[src/rtl/spi_arbiter_pkg.sv]
// Shared types and constants for the SPI arbiter: FSM state encoding,
// the number of SCLK half-periods per byte and the slow-rate multiplier.
package spi_arbiter_pkg;

  typedef enum logic [1:0] {
    IDLE  = 2'd0,
    SHIFT = 2'd1,
    DONE  = 2'd2
  } state_e;

  // One byte takes 8 SCLK periods, i.e. 16 half-periods.
  localparam int HALF_PERIODS = 16;

  // Slow half-period = SLOW_MULT microseconds (250 kHz SCLK).
  localparam int SLOW_MULT = 2;

endpackage

[src/rtl/spi_arbiter_shifter.sv]
// SPI mode-0 byte engine: half-period divider, half-period counter and
// transmit/receive shift registers. Started by a one-cycle start_i pulse,
// it raises done_o on the cycle whose edge ends the 16th half-period.
module spi_arbiter_shifter
  import spi_arbiter_pkg::*;
#(
  parameter int CLK_TICKS_PER_USEC = 100,
  parameter int FAST_HALF          = 2
) (
  input  logic       clk,
  input  logic       reset_n,
  input  logic       start_i,
  input  logic [7:0] data_i,
  input  logic       fast_i,
  input  logic       miso_i,
  output logic       sclk_o,
  output logic       mosi_o,
  output logic       done_o,
  output logic [7:0] rx_o
);

  localparam int SLOW_HALF = SLOW_MULT * CLK_TICKS_PER_USEC;
  localparam int MAX_HALF  = (SLOW_HALF > FAST_HALF) ? SLOW_HALF : FAST_HALF;
  localparam int DW        = $clog2(MAX_HALF + 2);
  localparam int HW        = $clog2(HALF_PERIODS);

  localparam logic [DW-1:0] FAST_LOAD = DW'(FAST_HALF);
  localparam logic [DW-1:0] SLOW_LOAD = DW'(SLOW_HALF);

  logic          active_q;
  logic          fast_q;
  logic [DW-1:0] div_q;
  logic [HW-1:0] half_q;
  logic [7:0]    tx_q;
  logic [7:0]    rx_q;
  logic          sclk_q;
  logic          half_end;
  logic [DW-1:0] reload;

  assign reload   = fast_q ? FAST_LOAD : SLOW_LOAD;
  assign half_end = active_q && (div_q == DW'(1));
  assign done_o   = half_end && (half_q == HW'(HALF_PERIODS - 1));

  // MOSI idles high; while shifting it always shows the current MSB.
  assign mosi_o = active_q ? tx_q[7] : 1'b1;
  assign sclk_o = sclk_q;
  assign rx_o   = rx_q;

  // Divider, half-period counter and shift registers.
  // NOTE: sequential state uses non-blocking (<=) so every register samples
  // pre-edge values and simulation matches the synthesized flops.
  always_ff @(posedge clk or negedge reset_n) begin
    if (!reset_n) begin
      active_q <= 1'b0;
      fast_q   <= 1'b0;
      div_q    <= '0;
      half_q   <= '0;
      tx_q     <= '0;
      rx_q     <= '0;
      sclk_q   <= 1'b0;
    end else if (start_i) begin
      // One extra tick before the first half-period gives MOSI a setup cycle.
      active_q <= 1'b1;
      fast_q   <= fast_i;
      div_q    <= (fast_i ? FAST_LOAD : SLOW_LOAD) + DW'(1);
      half_q   <= '0;
      tx_q     <= data_i;
      sclk_q   <= 1'b0;
    end else if (half_end) begin
      div_q  <= reload;
      half_q <= half_q + HW'(1);
      if (!half_q[0]) begin
        // End of an odd half-period: rising SCLK, sample MISO.
        sclk_q <= 1'b1;
        rx_q   <= {rx_q[6:0], miso_i};
      end else begin
        // End of an even half-period: falling SCLK, present next bit.
        sclk_q <= 1'b0;
        tx_q   <= {tx_q[6:0], 1'b0};
      end
      if (done_o) active_q <= 1'b0;
    end else if (active_q) begin
      div_q <= div_q - DW'(1);
    end
  end

endmodule

[src/rtl/spi_arbiter.sv]
// Multi-client SPI arbiter with toggle req/ack handshake and round-robin
// grant. Optional grant locking is enabled by defining SPI_ARBITER_LOCK_EN;
// without it the lock port is accepted and ignored.
module spi_arbiter
  import spi_arbiter_pkg::*;
#(
  parameter int CHANNELS           = 2,
  parameter int CLK_TICKS_PER_USEC = 100,
  parameter int FAST_HALF          = 2,
  localparam int OW                = (CHANNELS > 1) ? $clog2(CHANNELS) : 1
) (
  input  logic                  clk,
  input  logic                  reset_n,
  input  logic [CHANNELS-1:0]   req,
  output logic [CHANNELS-1:0]   ack,
  input  logic [CHANNELS*8-1:0] d,
  input  logic [CHANNELS-1:0]   speed,
  input  logic [CHANNELS-1:0]   lock,
  output logic [7:0]            q,
  output logic                  sclk,
  output logic                  mosi,
  input  logic                  miso,
  output logic [OW-1:0]         owner,
  output logic                  busy
);

  state_e              state_q, state_d;
  logic [CHANNELS-1:0] ack_q;
  logic [CHANNELS-1:0] pend;
  logic [CHANNELS-1:0] elig;
  logic [7:0]          q_q;
  logic [7:0]          tx_byte;
  logic [7:0]          rx_byte;
  logic [OW-1:0]       owner_q;
  logic [OW-1:0]       rr_q;
  logic [OW-1:0]       gidx;
  logic [OW-1:0]       rr_next;
  logic                lat_req_q;
  logic                grant;
  logic                found;
  logic                tx_fast;
  logic                sh_done;
  int                  idx;

`ifdef SPI_ARBITER_LOCK_EN
  logic holder_q;
`else
  logic unused_lock;
  assign unused_lock = ^lock;
`endif

  assign ack   = ack_q;
  assign q     = q_q;
  assign owner = owner_q;
  assign busy  = (state_q != IDLE);

  // Pending detection, round-robin search and FSM next state.
  // NOTE: every output of this block gets a default first so no path leaves
  // a value unassigned, which would otherwise infer a latch.
  always_comb begin
    pend    = req ^ ack_q;
    elig    = pend;
    gidx    = rr_q;
    found   = 1'b0;
    idx     = 0;
    grant   = 1'b0;
    state_d = state_q;
`ifdef SPI_ARBITER_LOCK_EN
    // A held grant restricts eligibility to the previous owner.
    if (holder_q && lock[owner_q]) begin
      elig          = '0;
      elig[owner_q] = pend[owner_q];
    end
`endif
    for (int k = 0; k < CHANNELS; k++) begin
      idx = int'(rr_q) + k;
      if (idx >= CHANNELS) idx = idx - CHANNELS;
      if (!found && elig[idx]) begin
        found = 1'b1;
        gidx  = OW'(idx);
      end
    end
    rr_next = (int'(gidx) == CHANNELS - 1) ? '0 : gidx + OW'(1);
    tx_byte = d[8*int'(gidx) +: 8];
    tx_fast = speed[gidx];
    case (state_q)
      IDLE: begin
        if (found) begin
          grant   = 1'b1;
          state_d = SHIFT;
        end
      end
      SHIFT:   if (sh_done) state_d = DONE;
      DONE:    state_d = IDLE;
      default: state_d = IDLE;
    endcase
  end

  // State, grant bookkeeping and the ack/q update that closes a transfer.
  always_ff @(posedge clk or negedge reset_n) begin
    if (!reset_n) begin
      state_q   <= IDLE;
      ack_q     <= '0;
      q_q       <= '0;
      owner_q   <= '0;
      rr_q      <= '0;
      lat_req_q <= 1'b0;
    end else begin
      state_q <= state_d;
      if (grant) begin
        owner_q   <= gidx;
        rr_q      <= rr_next;
        lat_req_q <= req[gidx];
      end
      if (state_q == DONE) begin
        ack_q[owner_q] <= lat_req_q;
        q_q            <= rx_byte;
      end
    end
  end

`ifdef SPI_ARBITER_LOCK_EN
  // Lock holder: armed when a transfer ends with lock[owner] high, released
  // once that client drops lock while the arbiter is idle.
  always_ff @(posedge clk or negedge reset_n) begin
    if (!reset_n) begin
      holder_q <= 1'b0;
    end else if (state_q == DONE) begin
      holder_q <= lock[owner_q];
    end else if (state_q == IDLE && !lock[owner_q]) begin
      holder_q <= 1'b0;
    end
  end
`endif

  spi_arbiter_shifter #(
    .CLK_TICKS_PER_USEC(CLK_TICKS_PER_USEC),
    .FAST_HALF         (FAST_HALF)
  ) u_shifter (
    .clk    (clk),
    .reset_n(reset_n),
    .start_i(grant),
    .data_i (tx_byte),
    .fast_i (tx_fast),
    .miso_i (miso),
    .sclk_o (sclk),
    .mosi_o (mosi),
    .done_o (sh_done),
    .rx_o   (rx_byte)
  );

endmodule

[config.mk]
export PLATFORM = sky130hd
export DESIGN_NAME = spi_arbiter
export DESIGN_NICKNAME = d
export VERILOG_FILES = /design/src/rtl/spi_arbiter_pkg.sv /design/src/rtl/spi_arbiter_shifter.sv /design/src/rtl/spi_arbiter.sv
export SDC_FILE = /design/constraint.sdc
export NUM_CORES = 1
export LEC_CHECK = 0
export ABC_AREA = 1
export CAP_MARGIN = 20
export CORE_ASPECT_RATIO = 1.25
export CORE_MARGIN = 5
export CORE_UTILIZATION = 51
export DETAILED_ROUTE_END_ITERATION = 10
export PLACE_DENSITY = 0.81
export SLEW_MARGIN = 5
export SYNTH_ARGS = -nofsm -noshare
export SYNTH_HDL_FRONTEND = slang
export SYNTH_HIERARCHICAL = 1
export SYNTH_SLANG_ARGS = --single-unit
[constraint.sdc]
create_clock -name clk -period 2.8 [get_ports clk]
set_input_delay 0.56 -clock clk [delete_from_list [all_inputs] [get_ports clk]]
set_output_delay 0.56 -clock clk [all_outputs]
set_load 0.05 [all_outputs]
==> impl_metrics.py, run 1 <==
metrics = {
    "power_and_ir_drop": {
        "leakagePower_nw": 1.44,
        "power.ir.vdd_worst_uv": 451,
        "p_per_area_mw_per_mm2": 604,
    },
    "sta": {
        "unrepaired_setup_endpoints_after_global_routing": "no",
        "max_freq_ghz": 0.441,
        "fin_hold_ws_ns": 0.0665,
        "final_worst_clock_skew_ns": 0.0105,
        "slew_at_the_pin_closest_to_its_max_slew_limit_ns": 0.507,
        "slew_viol_final": 0,
        "fin_crit_sh_pct": 81.0,
        "post-route-min-period_ns": 2.27,
        "tns_ns": 0,
        "final_number_of_setup_violating_endpoints": 0,
        "final-hold-violation-count": 0,
        "slew_headroom_pct": 66.1,
    },
    "layout": {
        "share_of_final_layout_standard_cells_stronger_than_drive_strength_1_pct": 8.93,
        "syn2layout_area_growth_pct": 22.8,
        "final_util_pct": 64.4,
        "layoutNonFillerInstCount": 405,
        "diodes": 0,
        "nets": 374,
    },
    "grt": {
        "grt_pass1_wl_um": 8140,
        "number_of_antenna_violations_at_the_first_check_in_global_routing": 0,
        "first_global_vias": 1934,
        "grt_util_met2_pct": 30.0,
        "globalRouteTotalUtil_pct": 16.6,
        "grt.met3_usage_pct": 4.03,
        "maximum_number_of_pins_on_one_net_before_global_route_repair": 46,
        "global_route.peak_usage_layer": "met2",
        "met1_grt_util_pct": 18.6,
        "grt_remaining_overflow": 0,
    },
    "clock_network": {
        "cts.sinks": 45,
        "cts_setup_buffers": 0,
        "ctsHoldBuffers": 0,
        "worst_setup_hold_path_clk_slew_ns": 0.08,
        "postCtsResizedCells": 0,
        "number_of_buffers_created_by_cts": 5,
        "htree_levels": 2,
        "clock_tree_from_tritoncts": "done",
        "worst_skew_pair.late_latency_ns": 0.30,
        "cts_max_path_buffers": 2,
        "cts_root_buffer": "clkbuf_8",
    },
    "job": {
        "drv_cap": 0,
    },
    "die": {
        "core_mm2": 0.00439,
        "initial_utilization_pct": 52.5,
        "die-height_um": 85.1,
        "floorplan.die_area_mm2": 0.00597,
        "num_rows": 27,
        "floorplan.io_pins": 39,
        "dieWidth_um": 70.1,
    },
    "worst_setup_path": {
        "cp-start-kind": "flop",
        "critPathKind": "flop to output pin",
        "crit_required_ns": 2.24,
        "crit_path_end_kind": "output pin",
        "crit_fanout": 3,
        "reg2reg_from": "ack[1]",
        "worst_r2r_path_depth": 14,
        "slack_of_the_worst_reg_to_reg_path_ns": 0.87,
        "arrival_ns": 1.71,
        "reg2reg_to": "u_shifter/div_q[1]",
    },
    "run_status": {
        "status": "finished clean",
    },
    "place": {
        "gp_congestion": 0.822,
        "place_hpwl_um": 3420,
        "port-buffer-count": 36,
        "placed_cells_incl_taps": 396,
    },
    "routing": {
        "dr.pass1.iters": 4,
        "wl_per_cell_um": 11.5,
        "drt-vias-per-instance": 4.91,
        "route.final.wire_length_um": 4670,
        "remaining_drc_errors": 0,
        "violation_count_after_the_first_detailed_route_iteration": 105,
        "route.antenna.remaining_nets": 0,
        "detailroute.via_count": 1990,
    },
    "worst_hold_path": {
        "min-delay-path-class": "input pin to async pin",
    },
    "synthesis": {
        "seq_cells_post_synth": 45,
        "yosysSeqAreaShare_pct": 48.9,
        "mappedNetlistArea_mm2": 0.00230,
        "ys.warnings.count": 6,
        "synthesis.nets": 332,
        "yosys.cell_types.count": 28,
        "netlist_instances": 304,
        "post_synth.cell_area_avg_um2": 7.58,
    },
}
synth_stat cells (all sizes together):
cell / instances / area (µm²)
a21oi: 9 / 56.3
xor2: 1 / 8.76
clkbuf: 1 / 3.75
nor4: 1 / 6.26
nand2: 131 / 517
buf: 4 / 38.8
nor3: 2 / 10.0
and2: 1 / 6.26
nor2: 19 / 88.8
dfrtp: 45 / 1130
inv: 40 / 155
ha: 3 / 37.5
or2: 1 / 6.26
nand4: 1 / 6.26
nand3: 16 / 80.1
o21ai: 27 / 143
a31oi: 1 / 6.26
nor3b: 1 / 7.51
flip-flops by register name (all words and copies together) (netlist names):
name	cells
u_shifter/rx_o	8
q	8
owner	1
ack	2
u_shifter/half_q	4
u_shifter/active_q	1
u_shifter/fast_q	1
state_q	2
lat_req_q	1
u_shifter/div_q	8
rr_q	1
u_shifter/tx_q	8
routing by layer:
layer  wire length [µm]  vias to the layer above
met4                 80                        0
met1               2040                      923
met2               2370                       37
met5                  0                        -
met3                188                        7
li1                   -                     1023
cell families after synthesis:
| logic type | Yosys count | share of synthesized area (%) |
|---|---|---|
| adder cells (fa/ha/maj) | 3 | 1.63 |
| AND/OR/NAND/NOR | 173 | 31.6 |
| flip-flops | 45 | 48.9 |
| AO/OA/AOI/OAI | 37 | 8.91 |
| buffers and inverters | 45 | 8.58 |
| XOR/XNOR | 1 | 0.380 |
where the power goes:
group / total (mW) / switching [mW] / internal, mW
clock network: 0.415 / 0.215 / 0.200
registers: 0.840 / 0.0800 / 0.760
logic: 0.452 / 0.272 / 0.180
total: 1.71 / 0.567 / 1.14
cell usage in the layout, fill, tap and decap left out, types with 2 or more instances in the layout:
cell type	count
ha_1	3
inv_1	34
nand3_1	16
nand2_4	2
a21oi_1	8
o21ai_0	23
o21ai_1	2
nor2_4	2
clkdlybuf4s50_1	35
nand2_2	4
clkbuf_8	6
o21ai_2	2
inv_2	4
inv_4	2
buf_4	3
nor3_1	2
dfrtp_1	45
nand2_1	125
nor2_1	16
stage by stage:
stage                     cell area, µm²  setup WS (ns)  power [mW]
after detailed placement            2710          0.239        1.30
after CTS                           2810          0.509        1.72
after global placement              2710          0.285        1.28
final                               2830          0.531        1.71
after floorplan                     2300          0.846        1.15
after global routing                2830          0.342        1.83
area by class of cell:
cell class	count	area, µm²
Fill cell	377	1560
Sequential cell	45	1130
Multi-Input combinational cell	214	980
Timing Repair Buffer	40	398
Inverter	40	155
Clock buffer	6	82.6
Tap cell	58	72.6
Clock inverter	2	13.8
worst max path at each step:
stage / start / end / slack (ns) / cells after the start
after floorplan: ack[1] / u_shifter/div_q[3] / 0.85 / 11
after global placement: req[1] / u_shifter/div_q[7] / 0.28 / 14
after detailed placement: req[1] / u_shifter/div_q[1] / 0.24 / 15
after CTS: state_q[0] / busy / 0.51 / 3
after global routing: req[0] / u_shifter/div_q[1] / 0.34 / 15
final: state_q[0] / busy / 0.53 / 3
worst max-delay path, stage by stage, from the launching register on:
cell	delay, ns
dfrtp_1	0.42
nor2_1	0.07
inv_1	0.10
clkdlybuf4s50_1	0.82
Power figures use the tool's default switching activity.
==> run 2: changes to the inputs <==
- CORE_UTILIZATION: 51 -> 48
- PLACE_DENSITY: 0.81 -> 0.8
- clock period: 2.8 -> 1.95 ns (I/O delays scaled with it)
==> impl_metrics.py, run 2 (same netlist as run 1, synthesis figures left out) <==
metrics = {
    "clock_network": {
        "ctsHoldBuffers": 0,
        "number_of_buffers_created_by_cts": 5,
        "clock_tree_from_tritoncts": "done",
        "worst_setup_hold_path_clk_slew_ns": 0.08,
        "cts_root_buffer": "clkbuf_8",
        "cts.sinks": 45,
        "htree_levels": 2,
        "worst_skew_pair.late_latency_ns": 0.30,
        "cts_max_path_buffers": 2,
    },
    "routing": {
        "detailroute.via_count": 2051,
        "routed-wl-met2_um": 2490,
        "drt-vias-per-instance": 4.80,
        "violation_count_after_the_first_detailed_route_iteration": 76,
        "route.antenna.remaining_nets": 0,
        "met3_wirelength_um": 266,
        "top_layer": "met4",
        "route.final.wire_length_um": 4830,
        "dr.pass1.iters": 5,
        "wl_per_cell_um": 11.3,
        "remaining_drc_errors": 0,
        "wl_met1_um": 1980,
    },
    "grt": {
        "globalRouteTotalUtil_pct": 17.0,
        "maximum_number_of_pins_on_one_net_before_global_route_repair": 25,
        "first_global_vias": 2093,
        "grt_remaining_overflow": 0,
        "number_of_antenna_violations_at_the_first_check_in_global_routing": 0,
        "grt_pass1_wl_um": 8540,
    },
    "power_and_ir_drop": {
        "pwr-share-clk_pct": 23.8,
        "report.power.total_mw": 2.48,
        "p_int_mw": 1.65,
        "switching_share_pct": 33.7,
        "power.ir.vdd_worst_uv": 594,
        "leakagePower_nw": 1.56,
        "power.share.sequential_pct": 49.0,
        "power.share.combinational_pct": 27.3,
        "switchingPower_uw": 836,
        "p_per_area_mw_per_mm2": 825,
    },
    "sta": {
        "fin_hold_ws_ns": 0.0600,
        "max_freq_ghz": 0.523,
        "post-route-min-period_ns": 1.91,
        "final_number_of_setup_violating_endpoints": 0,
        "fin_crit_sh_pct": 98.1,
        "final_worst_clock_skew_ns": 0.00697,
        "slew_viol_final": 0,
        "slew_headroom_pct": 64.8,
        "setup_ws_ns": 0.0365,
        "final-hold-violation-count": 0,
        "unrepaired_setup_endpoints_after_global_routing": "no",
        "slew_at_the_pin_closest_to_its_max_slew_limit_ns": 0.528,
    },
    "worst_setup_path": {
        "crit_path_cell_trace": "clkdlybuf4s50_1",
        "crit_path_end_kind": "output pin",
        "reg2reg_to": "u_shifter/div_q[4]",
        "slack_of_the_worst_reg_to_reg_path_ns": 0.26,
        "cp-endpoint": "ack[1]",
        "worst_path_largest_cell_delay_ns": 0.81,
        "setup.worst_path.start": "ack[1]",
        "crit_path_top_delay_cell": "clkdlybuf4s50_1",
        "worst-path-stages": 1,
        "cpLargestDelayFamily": "buffers and inverters",
        "cp.buffers_inverters": 1,
        "reg2reg_from": "ack[0]",
        "worst_r2r_path_depth": 9,
        "crit_fanout": 4,
        "crit_required_ns": 1.56,
        "cp-start-kind": "flop",
        "critPathKind": "flop to output pin",
        "arrival_ns": 1.52,
    },
    "die": {
        "initial_utilization_pct": 49.1,
        "num_rows": 28,
        "floorplan.die_area_mm2": 0.00629,
        "floorplan.io_pins": 39,
        "die-height_um": 87.5,
        "core_mm2": 0.00469,
        "dieWidth_um": 72.0,
    },
    "job": {
        "drv_cap": 0,
    },
    "place": {
        "gp_congestion": 0.833,
        "place_hpwl_um": 3680,
        "port-buffer-count": 36,
        "detailedPlace.worstSlack_ns": -0.309,
        "placed_cells_incl_taps": 416,
        "detailed_place.area_mm2": 0.00287,
    },
    "layout": {
        "syn2layout_area_growth_pct": 30.7,
        "layoutNonFillerInstCount": 427,
        "nFillCells": 412,
        "final_area_mm2": 0.00301,
        "layout.cells.most_common_list": "nand2_1 (124), dfrtp_1 (44), inv_1 (33)",
        "nets": 394,
        "diodes": 0,
        "share_of_final_layout_standard_cells_stronger_than_drive_strength_1_pct": 16.9,
        "layout.cells.most_common": "nand2_1",
    },
    "run_status": {
        "status": "finished clean",
    },
    "worst_hold_path": {
        "min-delay-path-class": "input pin to async pin",
    },
}
## run 2: changes by cell type in the layout (fill, tap and decap cells not counted), moves of 3 or more
cell             previous run  this run
buf_4                       3        25
clkdlybuf4s50_1            35        31
a21oi_1                     8         5
a21oi_2                     0         3
## run 2: what timing repair did
action	4_1_cts	5_1_grt
pin swaps	0	1
gates cloned	0	0
setup endpoints to repair	1	16
endpoints found under the hold margin	0	0
gates resized for setup	1	8
buffers inserted	0	3
## run 2: power by group through the flow
stage,clock network (mW),registers (mW),logic (mW)
floorplan,0,1.23,0.425
global placement,0,1.22,0.630
detailed placement,0,1.23,0.652
CTS,0.609,1.21,0.661
global route,0.650,1.23,0.773
finish,0.590,1.22,0.677
## run 2: metrics by stage
stage,TNS (ns),utilization (%)
2_1_floorplan,0,-
3_3_place_gp,-2.98,61.1
3_5_place_dp,-4.63,61.1
4_1_cts,0,63.2
5_1_grt,0,64.1
6_report,0,64.1
## run 2: final cells by class
cell class / count / area, µm² / share of cell area [%]
multi-input combinational: 214 / 1000 / 33.3
clock buffer: 6 / 82.6 / 2.74
tap: 60 / 75.1 / 2.49
clock inverter: 2 / 13.8 / 0.457
timing repair buffer: 60 / 556 / 18.5
inverter: 40 / 155 / 5.15
sequential: 45 / 1130 / 37.4
## run 2: worst min-delay path by stage
stage	start	to	slack [ns]	depth (start not counted)
finish	reset_n	q[1]	0.06	1
floorplan	reset_n	ack[0]	0.09	0
global route	reset_n	q[1]	0.09	1
detailed placement	reset_n	q[1]	0.39	1
CTS	reset_n	q[1]	0.07	1
global placement	reset_n	q[1]	0.39	1
## run 2: per-layer routing
layer  track usage (%)  vias to the layer above
li1                  -                     1063
met1              18.2                      929
met2              32.2                       47
met3              2.54                       12
met4              7.69                        0
met5                 0                        -
## run 2: worst reg2reg max path, stage by stage, from the launching register on
cell and delay [ns]:
dfrtp_1 0.42, inv_1 0.06, nand2_1 0.04, nand2_1 0.09
inv_1 0.08, a21oi_4 0.26, nor2_2 0.09, buf_4 0.14
nor4_1 0.28, nor3b_2 0.10
